File: config.mk
export PLATFORM = sky130hd
export DESIGN_NAME = cpu_muldiv_iter
export DESIGN_NICKNAME = d
export VERILOG_FILES = /design/src/rtl/cpu_muldiv_iter.sv
export SDC_FILE = /design/constraint.sdc
export NUM_CORES = 1
export LEC_CHECK = 0
export BUFFER_PORTS_ARGS = -buffer_cell sky130_fd_sc_hd__buf_2
export CORE_MARGIN = 1
export CORE_UTILIZATION = 25
export DETAILED_ROUTE_END_ITERATION = 8
export PLACE_DENSITY_LB_ADDON = 0.25
export SYNTH_ARGS = -nofsm -noshare
export SYNTH_HDL_FRONTEND = slang
export SYNTH_SLANG_ARGS = --single-unit
File: constraint.sdc
create_clock -name i_clk -period 3.05 [get_ports i_clk]
set_input_delay 0.1525 -clock i_clk [delete_from_list [all_inputs] [get_ports i_clk]]
set_output_delay 0.1525 -clock i_clk [all_outputs]
set_load 0.01 [all_outputs]
File: src/rtl/cpu_muldiv_iter.sv
// cpu_muldiv_iter: iterative multiply/divide unit, retiring BPC bits per enabled cycle.
// Sequence: IDLE -> RUN (WIDTH/BPC cycles) -> FIX (sign fix-up, word select) -> DONE -> IDLE.
// Ports:
//   i_clk, i_rst     clock, synchronous active-high reset
//   i_clk_en         global clock enable; nothing advances while low
//   i_start          request, accepted only in IDLE
//   i_op             00 MUL low, 01 MULH high, 10 DIV quotient, 11 REM remainder
//   i_signed         1 = two's-complement operands
//   i_a, i_b         multiplicand/dividend, multiplier/divisor
//   o_busy           high from the accepting edge through the o_done cycle
//   o_done           one enabled-cycle pulse, o_result valid
//   o_result         selected result, held until the next accepted start
//   o_z, o_s         result zero / result sign
//   o_divz           last DIV/REM had a zero divisor
// WIDTH must be a multiple of BPC and >= 8; BPC is 1, 2 or 4.
module cpu_muldiv_iter #(
  parameter int unsigned WIDTH = 32,
  parameter int unsigned BPC   = 1
) (
  input  logic             i_clk,
  input  logic             i_rst,
  input  logic             i_clk_en,
  input  logic             i_start,
  input  logic [1:0]       i_op,
  input  logic             i_signed,
  input  logic [WIDTH-1:0] i_a,
  input  logic [WIDTH-1:0] i_b,
  output logic             o_busy,
  output logic             o_done,
  output logic [WIDTH-1:0] o_result,
  output logic             o_z,
  output logic             o_s,
  output logic             o_divz
);

  localparam int unsigned N  = WIDTH / BPC;
  localparam int unsigned CW = $clog2(N + 1);

  typedef enum logic [1:0] {StIdle, StRun, StFix, StDone} state_e;

  state_e r_state, w_state_next;

  logic [1:0]       r_op;
  logic             r_neg_q;   // negate product / quotient in FIX
  logic             r_neg_r;   // negate remainder in FIX
  logic             r_b_zero;
  logic [WIDTH-1:0] r_opa;     // |a|: multiplicand
  logic [WIDTH-1:0] r_opb;     // |b|: divisor
  logic [WIDTH:0]   r_hi;      // product high word / partial remainder
  logic [WIDTH-1:0] r_lo;      // multiplier being consumed / dividend-then-quotient
  logic [CW-1:0]    r_cnt;
  logic [WIDTH-1:0] r_result;
  logic             r_divz;

  logic             w_neg_a, w_neg_b;
  logic [WIDTH-1:0] w_abs_a, w_abs_b;

  logic [WIDTH+BPC-1:0] w_pp, w_sum;
  logic [2*WIDTH-1:0]   w_mul_next;
  logic [WIDTH:0]       w_div_rem;
  logic [WIDTH-1:0]     w_div_quo;
  logic [WIDTH:0]       w_hi_next;
  logic [WIDTH-1:0]     w_lo_next;

  logic [2*WIDTH-1:0] w_prod, w_prod_fix;
  logic [WIDTH-1:0]   w_quo_fix, w_rem_fix, w_result;

  // ---------------- FSM ----------------
  always_ff @(posedge i_clk) begin
    if (i_rst) begin
      r_state <= StIdle;
    end else if (i_clk_en) begin
      r_state <= w_state_next;
    end
  end

  always_comb begin
    w_state_next = r_state;
    unique case (r_state)
      StIdle:  if (i_start) w_state_next = StRun;
      StRun:   if (r_cnt == CW'(1)) w_state_next = StFix;
      StFix:   w_state_next = StDone;
      StDone:  w_state_next = StIdle;
      default: w_state_next = StIdle;
    endcase
  end

  // ---------------- operand preparation ----------------
  always_comb begin
    w_neg_a = i_signed & i_a[WIDTH-1];
    w_neg_b = i_signed & i_b[WIDTH-1];
    w_abs_a = w_neg_a ? -i_a : i_a;
    w_abs_b = w_neg_b ? -i_b : i_b;
  end

  // ---------------- one iteration ----------------
  // Multiply: add digit*multiplicand into the high word, then shift the whole
  // accumulator right by BPC; the sum cannot exceed WIDTH+BPC bits.
  always_comb begin
    w_pp       = {{BPC{1'b0}}, r_opa} * {{WIDTH{1'b0}}, r_lo[BPC-1:0]};
    w_sum      = {{BPC{1'b0}}, r_hi[WIDTH-1:0]} + w_pp;
    w_mul_next = {w_sum, r_lo[WIDTH-1:BPC]};
  end

  // Divide: BPC restoring steps; dividend bits shift out of r_lo while quotient
  // bits shift in.
  always_comb begin
    w_div_rem = r_hi;
    w_div_quo = r_lo;
    for (int i = 0; i < int'(BPC); i++) begin
      w_div_rem = {w_div_rem[WIDTH-1:0], w_div_quo[WIDTH-1]};
      w_div_quo = {w_div_quo[WIDTH-2:0], 1'b0};
      if (w_div_rem >= {1'b0, r_opb}) begin
        w_div_rem    = w_div_rem - {1'b0, r_opb};
        w_div_quo[0] = 1'b1;
      end
    end
  end

  always_comb begin
    w_hi_next = r_op[1] ? w_div_rem : {1'b0, w_mul_next[2*WIDTH-1:WIDTH]};
    w_lo_next = r_op[1] ? w_div_quo : w_mul_next[WIDTH-1:0];
  end

  // ---------------- fix-up and word select ----------------
  // With a zero divisor the restoring loop leaves |a| as remainder, so the
  // remainder sign fix already returns a unchanged; only the quotient needs
  // forcing to all-ones. MIN / -1 falls out naturally as MIN rem 0.
  always_comb begin
    w_prod     = {r_hi[WIDTH-1:0], r_lo};
    w_prod_fix = r_neg_q ? -w_prod : w_prod;
    w_quo_fix  = r_neg_q ? -r_lo : r_lo;
    w_rem_fix  = r_neg_r ? -r_hi[WIDTH-1:0] : r_hi[WIDTH-1:0];
    w_result   = '0;
    unique case (r_op)
      2'b00: w_result = w_prod_fix[WIDTH-1:0];
      2'b01: w_result = w_prod_fix[2*WIDTH-1:WIDTH];
      2'b10: w_result = r_b_zero ? '1 : w_quo_fix;
      2'b11: w_result = w_rem_fix;
      default: w_result = '0;
    endcase
  end

  // ---------------- datapath registers ----------------
  always_ff @(posedge i_clk) begin
    if (i_rst) begin
      r_op     <= 2'b00;
      r_neg_q  <= 1'b0;
      r_neg_r  <= 1'b0;
      r_b_zero <= 1'b0;
      r_opa    <= '0;
      r_opb    <= '0;
      r_hi     <= '0;
      r_lo     <= '0;
      r_cnt    <= '0;
      r_result <= '0;
      r_divz   <= 1'b0;
    end else if (i_clk_en) begin
      unique case (r_state)
        StIdle: begin
          if (i_start) begin
            r_op     <= i_op;
            r_neg_q  <= w_neg_a ^ w_neg_b;
            r_neg_r  <= w_neg_a;
            r_b_zero <= (i_b == '0);
            r_opa    <= w_abs_a;
            r_opb    <= w_abs_b;
            r_hi     <= '0;
            r_lo     <= i_op[1] ? w_abs_a : w_abs_b;
            r_cnt    <= CW'(N);
          end
        end
        StRun: begin
          r_hi  <= w_hi_next;
          r_lo  <= w_lo_next;
          r_cnt <= r_cnt - CW'(1);
        end
        StFix: begin
          r_result <= w_result;
          r_divz   <= r_op[1] & r_b_zero;
        end
        default: ;
      endcase
    end
  end

  assign o_busy   = (r_state != StIdle);
  assign o_done   = (r_state == StDone);
  assign o_result = r_result;
  assign o_z      = (r_result == '0);
  assign o_s      = r_result[WIDTH-1];
  assign o_divz   = r_divz;

endmodule

==> results.yml <==
hold_path:
  min-delay-start: "i_b[0]"
  hp-class: "in -> reg"
sta:
  final_max_slew_viol_count: 0
  timing.slew.headroom_pct: 34.9
  hold_viol_final: 0
  fmax_ghz: 0.304
  setup-violations-final: 35
  setup_ws_ns: -0.243
  post-route-period-util_pct: 108
  skew_ns: 0.0130
  worst_pin_slew_ns: 0.974
  fin_crit_ns: 3.29
  rsz0062_at_grt: "yes"
power_and_ir_drop:
  finalPower_mw: 7.64
  ir_drop_uv: 458
  total_leakage_power_nw: 7.97
  power.density_nw_per_um2: 390
global_route:
  grt_pass1_vias: 15393
  grt-ovfl-total: 0
  antenna_found_initial: 0
  grt_pass1_wl_um: 95300
  grtUsageTotal_pct: 21.0
  grt_max_degree: 127
clock_network:
  cts_tree: "built"
  clkSinkCount: 174
  clock_latency_ns: 0.47
  clk_path_buf_depth: 2
  root_buffer: "clkbuf_16"
  cts.clk_slew.worst_paths_ns: 0.07
  cts_buffers: 17
  htree_levels: 4
drt:
  drt_wl_total_um: 63900
  first_iter_violations: 1378
  first_pass_iters: 7
  drc: 0
  ant_nets: 0
  via_per_inst: 5.28
  routedWlPerCell_um: 21.2
  vias: 15973
synthesis:
  ys_seq_elements: 174
  synth-async-reset-ratio_pct: 0
  yosysTopAreaCell: "dfxtp_1"
  ys.flop_type: "dfxtp_1"
  synth_top_area_share_pct: 23.8
  synth_edf_count: 0
  synthTopCellsByArea: "dfxtp_1 (24%), ha_1 (6.3%), xnor2_1 (5.7%)"
  synthTopCellsByCount: "nor2_1 (205), dfxtp_1 (174), nand2_1 (167)"
  synth_nets: 2090
  synth_cell_types: 79
  ys_seq_area_share_pct: 23.8
  netlist_instances: 1943
  yosysMostFrequentCell: "nor2_1"
  avgSynthCellArea_um2: 7.54
  syn_area_um2: 14600
  ys_warn_count: 0
cells_and_area:
  post-route-util_pct: 33.9
  drive_gt1_share_pct: 27.8
  final_cell_area_um2: 19600
  stdcell_count: 3023
  finalNetCount: 2392
  n_antenna_cell: 0
  area_delta_synth_final_pct: 33.7
worst_setup_path:
  crit_fanout: 8
  startpoint: "r_lo[13]"
  end_kind: "register"
  startpoint_type: "register"
  cp.arrival_ns: 3.64
  cp.required_ns: 3.40
  r2r_start: "r_lo[13]"
  path_class: "reg -> reg"
placed_design:
  dp_hpwl_um: 50900
  dp_cells: 2963
  port_buffers: 107
  post-place-ws_ns: -0.280
  dpl-instance-area_um2: 17800
  gp_congestion: 0.933
run_status:
  violations: "setup timing"
  outcome: "finished with violations"
floorplan:
  die_height_um: 244
  initial_core_util_pct: 25.3
  pin_count: 108
  die_w_um: 244
  core_um2: 57800
  dieArea_um2: 59600
  row_count: 88
run:
  drv_cap: 0
[cell usage in the layout, fill, tap and decap left out, types with 12 or more instances in the layout]
cell and n:
buf_4 279, nor2_1 197, dfxtp_1 162, nand2_1 161, a21oi_1 115, buf_2 106, xnor2_1 93, a211oi_1 89
xor2_1 86, inv_1 72, o21ai_0 71, ha_1 62, nor3_1 55, mux2i_1 44, and2_1 42, nand3_1 38
o21ai_1 36, a21o_1 33, nor4_1 32, o31ai_1 22, a221oi_2 18, clkbuf_16 18, nand4_1 16, or4_1 16
mux2_2 16, a22oi_1 15, or3_1 14, buf_6 14, a21oi_2 13, a31oi_1 13, nand2b_1 12
[flip-flops by register name, summed over array words and instances (netlist names), 2 cells and up]
| name | cells |
|---|---|
| r_opb | 32 |
| r_lo | 32 |
| r_opa | 32 |
| r_op | 2 |
| r_cnt | 6 |
| r_hi | 32 |
| o_result | 32 |
| r_state | 2 |
[power by group]
group | internal, mW | switching (mW) | leakage (nW)
Clock | 1.41 | 1.10 | 0.321
Sequential | 2.42 | 0.136 | 1.42
Combinational | 1.04 | 1.53 | 6.23
[final timing paths]
path | to | slack [ns] | depth (start not counted)
setup / recovery | o_result[12] | -0.24 | 9
hold / removal | r_opb[0] | 0.05 | 3
setup reg to reg | o_result[12] | -0.24 | 9
hold reg to reg | o_result[17] | 0.47 | 2
[cell type report]
cell class	count	area, µm²
Fill cell	6143	38200
Multi-Input combinational cell	1568	11200
Sequential cell	174	3500
Timing Repair Buffer	409	2950
Tap cell	765	957
Clock buffer	17	425
Inverter	75	282
Clock inverter	15	228
[worst max-delay path, stage by stage, from the launching register on]
cell	delay (ns)
dfxtp_2	0.33
or4_4	0.53
or4_4	0.51
or4_4	0.45
or4_4	0.53
buf_4	0.18
o21ai_2	0.12
xnor2_1	0.09
a221oi_2	0.35
nor3_1	0.09
[stage by stage]
step                      hold slack, ns  TNS, ns
after floorplan                    0.288   -0.129
final                             0.0509    -3.15
after global placement             0.428    -5.59
after global routing              0.0397    -9.26
after detailed placement           0.439    -7.22
after CTS                         0.0195    -3.00
[cell families after synthesis]
logic type / share of synthesized area [%]
flops: 23.8
xor+xnor: 11.1
buf+inv: 5.86
simple gates: 21.7
compound gates: 26.5
fa+ha+maj: 6.59
mux: 4.45
[what timing repair did]
item	in CTS	in global routing
endpoints found under the hold margin	3	0
setup endpoints to repair	61	68
pin swaps	29	56
resized for setup	99	117
gates cloned	1	1
buffers inserted	11	15
hold buffers	3	0
[routing by layer]
metal  vias to the layer above  wire, µm  global-route usage [%]
li1                       7688         -                       -
met1                      7654     29000                    28.5
met3                        99      3300                    2.35
met5                         -         0                       0
met2                       532     29000                    33.9
met4                         0      2560                    8.24
No activity file was read; power rests on OpenSTA's default activity.
